$ cat src/rtl/cdc_event_scheduler.sv
// rtl/cdc_event_scheduler.sv - round-robin event launcher for a shared CDC pulse channel
module cdc_event_scheduler #(
  parameter int NREQ    = 4,
  parameter int TIMEOUT = 64,
  parameter int GUARD   = 2
) (
  input  logic            clockIn,
  input  logic            s_reset0,
  input  logic [NREQ-1:0] reqIn,
  input  logic            ackIn,
  input  logic            clearIn,
  output logic            pulseOut,
  output logic [2:0]      eventIdOut,
  output logic [NREQ-1:0] doneOut,
  output logic            busy,
  output logic [NREQ-1:0] overflow,
  output logic            timeoutErr
);

  localparam logic [1:0] ST_IDLE     = 2'd0;
  localparam logic [1:0] ST_LAUNCH   = 2'd1;
  localparam logic [1:0] ST_WAIT_ACK = 2'd2;
  localparam logic [1:0] ST_GUARD    = 2'd3;

  logic [1:0]      state;
  logic [NREQ-1:0] pending;
  logic [2:0]      ptr;
  logic [7:0]      ack_cnt;
  logic [3:0]      guard_cnt;

  logic [7:0]      pend_pad;
  logic [3:0]      scan_idx;
  logic [2:0]      winner;
  logic            found;
  logic [2:0]      next_ptr;
  logic            ack_hit;
  logic            expire;
  logic [NREQ-1:0] clr_mask;
  logic [NREQ-1:0] drop_mask;

  // Pad pending to eight bits so the scan can index it with a 3-bit id.
  always_comb begin
    pend_pad = '0;
    pend_pad[NREQ-1:0] = pending;
  end

  // Round-robin search starting at ptr, wrapping modulo NREQ.
  always_comb begin
    winner   = '0;
    found    = 1'b0;
    scan_idx = '0;
    for (int k = 0; k < NREQ; k++) begin
      scan_idx = {1'b0, ptr} + 4'(k);
      if (scan_idx >= 4'(NREQ)) scan_idx = scan_idx - 4'(NREQ);
      if (!found && pend_pad[scan_idx[2:0]]) begin
        found  = 1'b1;
        winner = scan_idx[2:0];
      end
    end
  end

  assign next_ptr = (winner == 3'(NREQ - 1)) ? 3'd0 : winner + 3'd1;

  // An acknowledge takes priority over counter expiry in the same cycle.
  assign ack_hit = (state == ST_WAIT_ACK) && ackIn;
  assign expire  = (state == ST_WAIT_ACK) && !ackIn && (ack_cnt == 8'd1);

  // Decode the granted id into the per-requester clear mask.
  always_comb begin
    clr_mask = '0;
    for (int i = 0; i < NREQ; i++) begin
      clr_mask[i] = ack_hit && (eventIdOut == 3'(i));
    end
  end

  assign drop_mask = reqIn & pending & ~clr_mask;
  assign busy      = (state != ST_IDLE);

  // Pending bits: a new request always sets, an acknowledge clears the granted id.
  always_ff @(posedge clockIn or posedge s_reset0) begin
    if (s_reset0) begin
      pending <= '0;
    end else begin
      pending <= reqIn | (pending & ~clr_mask);
    end
  end

  // Sticky error flags; a new error in the same cycle as clearIn wins.
  always_ff @(posedge clockIn or posedge s_reset0) begin
    if (s_reset0) begin
      overflow   <= '0;
      timeoutErr <= 1'b0;
    end else begin
      overflow   <= (clearIn ? '0 : overflow) | drop_mask;
      timeoutErr <= (timeoutErr & ~clearIn) | expire;
    end
  end

  // Launch sequencer: grant, launch, wait for ack or expiry, then guard gap.
  always_ff @(posedge clockIn or posedge s_reset0) begin
    if (s_reset0) begin
      state      <= ST_IDLE;
      ptr        <= '0;
      eventIdOut <= '0;
      ack_cnt    <= '0;
      guard_cnt  <= '0;
    end else begin
      case (state)
        ST_IDLE: begin
          if (found) begin
            state      <= ST_LAUNCH;
            eventIdOut <= winner;
            ptr        <= next_ptr;
          end
        end
        ST_LAUNCH: begin
          state   <= ST_WAIT_ACK;
          ack_cnt <= 8'(TIMEOUT);
        end
        ST_WAIT_ACK: begin
          if (!ackIn) ack_cnt <= ack_cnt - 8'd1;
          if (ack_hit || expire) begin
            state     <= ST_GUARD;
            guard_cnt <= 4'(GUARD);
          end
        end
        ST_GUARD: begin
          guard_cnt <= guard_cnt - 4'd1;
          if (guard_cnt == 4'd1) state <= ST_IDLE;
        end
        default: state <= ST_IDLE;
      endcase
    end
  end

  // Registered strobes: the launch pulse follows LAUNCH, done follows the ack.
  always_ff @(posedge clockIn or posedge s_reset0) begin
    if (s_reset0) begin
      pulseOut <= 1'b0;
      doneOut  <= '0;
    end else begin
      pulseOut <= (state == ST_LAUNCH);
      doneOut  <= clr_mask;
    end
  end

endmodule

$ cat config.mk
export PLATFORM = sky130hd
export DESIGN_NAME = cdc_event_scheduler
export DESIGN_NICKNAME = d
export VERILOG_FILES = /design/src/rtl/cdc_event_scheduler.sv
export SDC_FILE = /design/constraint.sdc
export NUM_CORES = 1
export LEC_CHECK = 0
export BUFFER_PORTS_ARGS = -buffer_cell sky130_fd_sc_hd__buf_2
export CORE_ASPECT_RATIO = 1.2
export CORE_UTILIZATION = 40
export DETAILED_ROUTE_END_ITERATION = 16
export PLACE_DENSITY = 0.66
export SLEW_MARGIN = 20
export SYNTH_ARGS = -nofsm -noshare
export SYNTH_HDL_FRONTEND = slang
export SYNTH_SLANG_ARGS = --single-unit
$ cat constraint.sdc
create_clock -name clockIn -period 3.4 [get_ports clockIn]
set_input_delay 0.85 -clock clockIn [delete_from_list [all_inputs] [get_ports clockIn]]
set_output_delay 0.85 -clock clockIn [all_outputs]
set_load 0.005 [all_outputs]
==> flow_summary.json, run 1 <==
{
  "synth_compound_area_share_pct": 16.4,
  "overflow": 0,
  "synth.avg_cell_area_sq_um": 10.4,
  "post-route-period-util_pct": 89.6,
  "die_w_um": 64.2,
  "vias_per_cell": 5.13,
  "ios": 22,
  "synth-xor-area-share_pct": 1.41,
  "yosys.area.top_type": "dfrtp_1",
  "run_status": "complete, no violations",
  "cts-root-buf": "clkbuf_8",
  "grt_max_degree": 22,
  "synth_top_area_share_pct": 45.8,
  "synth_top_family_by_area": "compound AO/OA/AOI/OAI gates",
  "hpwl_mm": 2.64,
  "post_cts_buffers": 0,
  "rsz0062_at_grt": "no",
  "layout_commonest_cell": "dfrtp_1",
  "hold_viol": 0,
  "p_leak_nw": 1.05,
  "nets": 225,
  "start_util_pct": 42.6,
  "routedWlPerCell_um": 13.1,
  "coreArea_sq_mm": 0.00436,
  "cp-start-kind": "register",
  "yosysUniqueCellTypes": 43,
  "max_slew.worst_pin.slew_ns": 0.787,
  "multi_input_area_sq_um": 901,
  "async_flop_share_pct": 100,
  "slew_viol_final": 0,
  "crit_fanout": 10,
  "maxCapViolCount": 0,
  "drc": 0,
  "cts-hold-fix-buffers": 0,
  "place_inst": 254,
  "die_height_um": 76.7,
  "setup-violations-final": 0,
  "netlist_area_sq_mm": 0.00186,
  "diodes": 0,
  "rows": 26,
  "tns_ns": 0,
  "synthCells": 179,
  "routed_wl_mm": 3.42,
  "post_cts_resize_count": 0,
  "synthSimpleGateAreaFrac_pct": 15.2,
  "clk_latency_ns": 0.28,
  "ys_ff_latch": 34,
  "drt_iter0_drc": 84,
  "fillers": 430,
  "cts.reportedPaths.clkPinSlew_ns": 0.07,
  "reg2regPathDepth": 9,
  "crit_end": "ptr[1]",
  "clockBufferDepth": 2,
  "stdcell_area_sq_mm": 0.00213,
  "grtUsageTotal_pct": 16.4,
  "worstReg2RegEnd": "ptr[1]",
  "fin_skew_ns": 0.00578,
  "grt_pass1_vias": 1356,
  "synthAdderAreaFrac_pct": 8.08,
  "cts_buffers": 5,
  "cp.required_ns": 3.56,
  "powerDensity_mw_per_mm2": 843,
  "worstSetupStartpoint": "ptr[1]",
  "irDropWorstVdd_uv": 463,
  "syn_to_final_growth_pct": 14.8,
  "dieArea_sq_mm": 0.00492,
  "first_pass_iters": 4,
  "gp_congestion": 0.851,
  "drive_gt1_share_pct": 18.0,
  "portBuffers": 21,
  "clkSinkCount": 34,
  "timing.fmax_mhz": 328,
  "min_period_ns": 3.05,
  "synth_edf_count": 0,
  "yosys-top-cells-area": "dfrtp_1, ha_1, inv_1",
  "grt_pass1_wl_mm": 6.26,
  "holdCritPathClass": "reg2reg",
  "crit_arrival_ns": 3.21,
  "vias": 1338,
  "synth-seq-area-share_pct": 45.8,
  "ant_nets": 0,
  "rrSetupSlack_ns": 0.35,
  "synthMuxAreaShare_pct": 7.41,
  "yosysWarnings": 0,
  "synth_nets": 199,
  "antenna_found_initial": 0,
  "path_class": "reg2reg",
  "relSlewSlack_pct": 47.4,
  "ys.flop_type": "dfrtp_1",
  "htree_levels": 2,
  "cts_tree": "yes",
  "place_area_sq_mm": 0.00202,
  "fin_cells": 261,
  "crit_path_end_kind": "register",
  "regToRegStartpoint": "ptr[1]",
  "final_util_pct": 48.9,
  "layout_common_cells": "dfrtp_1, inv_1, buf_2, nand2_1, ha_1",
  "ff_latch_area_sq_um": 851
}
cells by family (layout without fill, tap and decap cells):
logic type / count (synthesis) / in the layout
muxes: 11 / 11
DFF: 34 / 34
adders and majority gates: 12 / 12
and+or+nand+nor: 57 / 57
xor gates and xnor gates: 3 / 3
buffers and inverters: 25 / 51
AOI/OAI and AO/OA: 37 / 37
sequential cells by signal (all words and copies together), names as in the netlist:
signal      flops
state           2
eventIdOut      3
pulseOut        1
ptr             3
doneOut         4
timeoutErr      1
overflow        4
guard_cnt       4
ack_cnt         8
pending         4
how the worst min path moves through the flow:
| stage | startpoint | to | slack [ns] | cells after the start |
|---|---|---|---|---|
| 4_1_cts | ack_cnt[4] | ack_cnt[4] | 0.51 | 1 |
| 6_report | ack_cnt[4] | ack_cnt[4] | 0.51 | 1 |
| 3_3_place_gp | ack_cnt[4] | ack_cnt[4] | 0.50 | 1 |
| 5_1_grt | eventIdOut[1] | doneOut[0] | 0.56 | 1 |
| 3_5_place_dp | ack_cnt[4] | ack_cnt[4] | 0.50 | 1 |
| 2_1_floorplan | ack_cnt[5] | ack_cnt[5] | 0.47 | 1 |
per-stage QoR:
stage	hold slack, ns	power (W)	setup WS (ns)
floorplan	0.471	0.00124	0.573
global placement	0.496	0.00141	0.515
detailed placement	0.501	0.00144	0.379
CTS	0.512	0.00182	0.365
global route	0.556	0.00196	0.164
finish	0.509	0.00180	0.353
critical path: stages (launching register included):
cell and delay, ns:
dfrtp_1 0.52, inv_1 0.08, ha_1 0.45, mux2i_1 0.28, o21bai_1 0.16, or3_1 0.48, o21a_1 0.24, o21ai_0 0.20
ha_1 0.27, mux2_2 0.25
metal layers:
metal,track usage (%),wire length [um],up-vias
met5,0,0,-
met4,6.44,36,0
met3,3.87,151,4
met2,26.6,1680,29
met1,20.9,1560,624
li1,-,-,681
layout make-up:
| cell class | instances | area share [%] |
|---|---|---|
| Tap cell | 56 | 3.28 |
| Sequential cell | 34 | 39.9 |
| Clock inverter | 1 | 1.41 |
| Inverter | 21 | 3.70 |
| Clock buffer | 6 | 3.87 |
| Multi-Input combinational cell | 120 | 42.2 |
| Timing Repair Buffer | 23 | 5.63 |
where the power goes:
part	switching [W]	leakage (nW)	total, W	internal [W]
clock network	0.000140	0.0573	0.000374	0.000234
registers	0.000110	0.412	0.000636	0.000526
logic	0.000437	0.578	0.000788	0.000351
cells in the mapped netlist, drive strengths merged (4+ instances only):
cell type,n
ha,12
inv,21
dfrtp,34
o21ai,11
nand2,18
nor2,8
nand2b,4
mux2i,7
nand3,8
No activity file was read; power rests on OpenSTA's default activity.
==> run 2: changes to the inputs <==
Settings changed: ABC_AREA from default to 1.
==> run 2 against run 1 <==
Against the previous run: synthesized cell count up 20%; wire length up 1.0%; synthesized area down 1.7%.
==> flow_summary.json, run 2 <==
{
  "vias_per_cell": 4.80,
  "hpwl_mm": 2.65,
  "cpMostUsedCell": "inv_1",
  "crit_end": "ptr[1]",
  "synth_edf_count": 0,
  "synth_common_cells": "nand2_1, inv_1, dfrtp_1",
  "crit_cells": 13,
  "first_pass_iters": 6,
  "rrSetupSlack_ns": 1.11,
  "crit_fanout": 9,
  "crit_path_end_kind": "register",
  "routedWlPerCell_um": 11.5,
  "hold_viol": 0,
  "path_delay_family": "simple AND/OR/NAND/NOR gates",
  "setup-violations-final": 0,
  "worst-path-buf-inv": 4,
  "irDropWorstVdd_uv": 437,
  "die_height_um": 76.0,
  "synthCells": 215,
  "powerDensity_mw_per_mm2": 900,
  "clk_latency_ns": 0.29,
  "synth-seq-area-share_pct": 46.6,
  "crit_arrival_ns": 2.46,
  "min_period_ns": 2.29,
  "portBuffers": 21,
  "cp.required_ns": 3.57,
  "regMostFlops": "ack_cnt",
  "cts_buffers": 5,
  "ant_nets": 0,
  "clockBufferDepth": 2,
  "nets": 263,
  "crit_path_max_incr_delay_ns": 0.56,
  "regToRegStartpoint": "ptr[0]",
  "synth_top_area_share_pct": 46.6,
  "htree_levels": 2,
  "tns_ns": 0,
  "drive_gt1_share_pct": 20.5,
  "fin_skew_ns": 0.00935,
  "cts-root-buf": "clkbuf_8",
  "use_met1_pct": 19.7,
  "syn_to_final_growth_pct": 16.9,
  "post-route-period-util_pct": 67.5,
  "cts.reportedPaths.clkPinSlew_ns": 0.08,
  "grt.busiest_layer": "met2",
  "routed_wl_mm": 3.46,
  "ios": 22,
  "holdCritPathClass": "reg2reg",
  "worstSetupStartpoint": "ptr[0]",
  "maxCapViolCount": 0,
  "layout_commonest_cell": "nand2_1",
  "synth.avg_cell_area_sq_um": 8.50,
  "yosysUniqueCellTypes": 29,
  "diodes": 0,
  "yosys.area.top_type": "dfrtp_1",
  "synth_nets": 235,
  "worstReg2RegEnd": "ptr[1]",
  "grtUsageTotal_pct": 16.2,
  "path_class": "reg2reg",
  "clkSinkCount": 34,
  "slew_viol_final": 0,
  "met3_usage_pct": 3.74,
  "dieArea_sq_mm": 0.00484,
  "grt_use_met2_pct": 26.5,
  "run_status": "complete, no violations",
  "timing.fmax_mhz": 436,
  "netlist_area_sq_mm": 0.00183,
  "ys.flop_type": "dfrtp_1",
  "cts_tree": "yes",
  "gp_congestion": 0.838,
  "grt_pass1_wl_mm": 6.05,
  "reg2regPathDepth": 13,
  "drt_iter0_drc": 49,
  "antenna_found_initial": 0,
  "layout_common_cells": "nand2_1, inv_1, dfrtp_1, buf_2, nand3_1",
  "p_leak_nw": 1.14,
  "relSlewSlack_pct": 71.8,
  "async_flop_share_pct": 100,
  "grt_max_degree": 35,
  "grt_pass1_vias": 1373,
  "largest_register_ff_count": 8,
  "ys_ff_latch": 34,
  "final_util_pct": 49.4,
  "drc": 0,
  "coreArea_sq_mm": 0.00433,
  "cp-start-kind": "register",
  "vias": 1440,
  "die_w_um": 63.7,
  "start_util_pct": 42.2,
  "post_cts_resize_count": 0,
  "overflow": 0,
  "path_cells": "inv_6 > ha_1 > inv_1 > nand3_1 > nand3_1 > inv_1 > nand4_1 > or2_1 > nand2_1 > inv_1 > ha_1 > nand2_1 > o21ai_1",
  "cts-hold-fix-buffers": 0,
  "max_slew.worst_pin.slew_ns": 0.424,
  "post_cts_buffers": 0,
  "yosysWarnings": 0,
  "post-synth-top-count-cell": "nand2_1",
  "yosys-top-cells-area": "dfrtp_1, nand2_1, ha_1",
  "rows": 26,
  "slowest_stage": "dfrtp_1",
  "rsz0062_at_grt": "no"
}
## run 2: worst min path at each step
stage               start  slack [ns]          to  cells after the start
2_1_floorplan  ack_cnt[7]        0.45  ack_cnt[7]                      1
3_3_place_gp   ack_cnt[7]        0.47  ack_cnt[7]                      1
3_5_place_dp   ack_cnt[7]        0.48  ack_cnt[7]                      1
4_1_cts        ack_cnt[7]        0.49  ack_cnt[7]                      1
5_1_grt        ack_cnt[7]        0.51  ack_cnt[7]                      1
6_report       ack_cnt[7]        0.49  ack_cnt[7]                      1
## run 2: area by class of cell
class / instances / area [sq um]
clock buffer: 5 / 68.8
clock inverter: 3 / 68.8
fill: 403 / 2190
inverter: 42 / 163
multi-input combinational: 138 / 802
sequential: 34 / 851
tap: 56 / 70.1
timing repair buffer: 22 / 113
## run 2: metal layers
| metal | wire (um) | share of wire (%) | vias up |
|---|---|---|---|
| met1 | 1590 | 46 | 672 |
| li1 | - | - | 743 |
| met5 | 0 | 0 | - |
| met2 | 1690 | 49 | 19 |
| met4 | 68 | 2.0 | 0 |
| met3 | 102 | 3.0 | 6 |
## run 2: per-stage QoR
stage / hold WS (ns) / cell area (sq um) / std cells / worst slack [ns] / power [W]
global placement: 0.466 / 2000 / 292 / 1.22 / 0.00148
finish: 0.490 / 2140 / 300 / 1.11 / 0.00192
detailed placement: 0.478 / 2000 / 292 / 1.14 / 0.00149
global route: 0.511 / 2140 / 300 / 0.936 / 0.00210
floorplan: 0.447 / 1830 / 215 / 1.38 / 0.00130
CTS: 0.488 / 2140 / 300 / 1.13 / 0.00194
## run 2: kinds of logic after synthesis
kind of cell | Yosys count | synth area share (%)
AND/OR/NAND/NOR | 98 | 26.0
buffers and inverters | 43 | 9.52
flip-flops | 34 | 46.6
AO/OA/AOI/OAI | 25 | 8.29
adder cells (fa/ha/maj) | 12 | 8.22
XOR/XNOR | 3 | 1.44
## run 2: where the power goes
part / internal, W / total, W / leakage [nW] / switching, W
registers: 0.000522 / 0.000641 / 0.416 / 0.000119
logic: 0.000310 / 0.000836 / 0.656 / 0.000526
clock network: 0.000294 / 0.000446 / 0.0683 / 0.000152
total: 0.00113 / 0.00192 / 1.14 / 0.000797
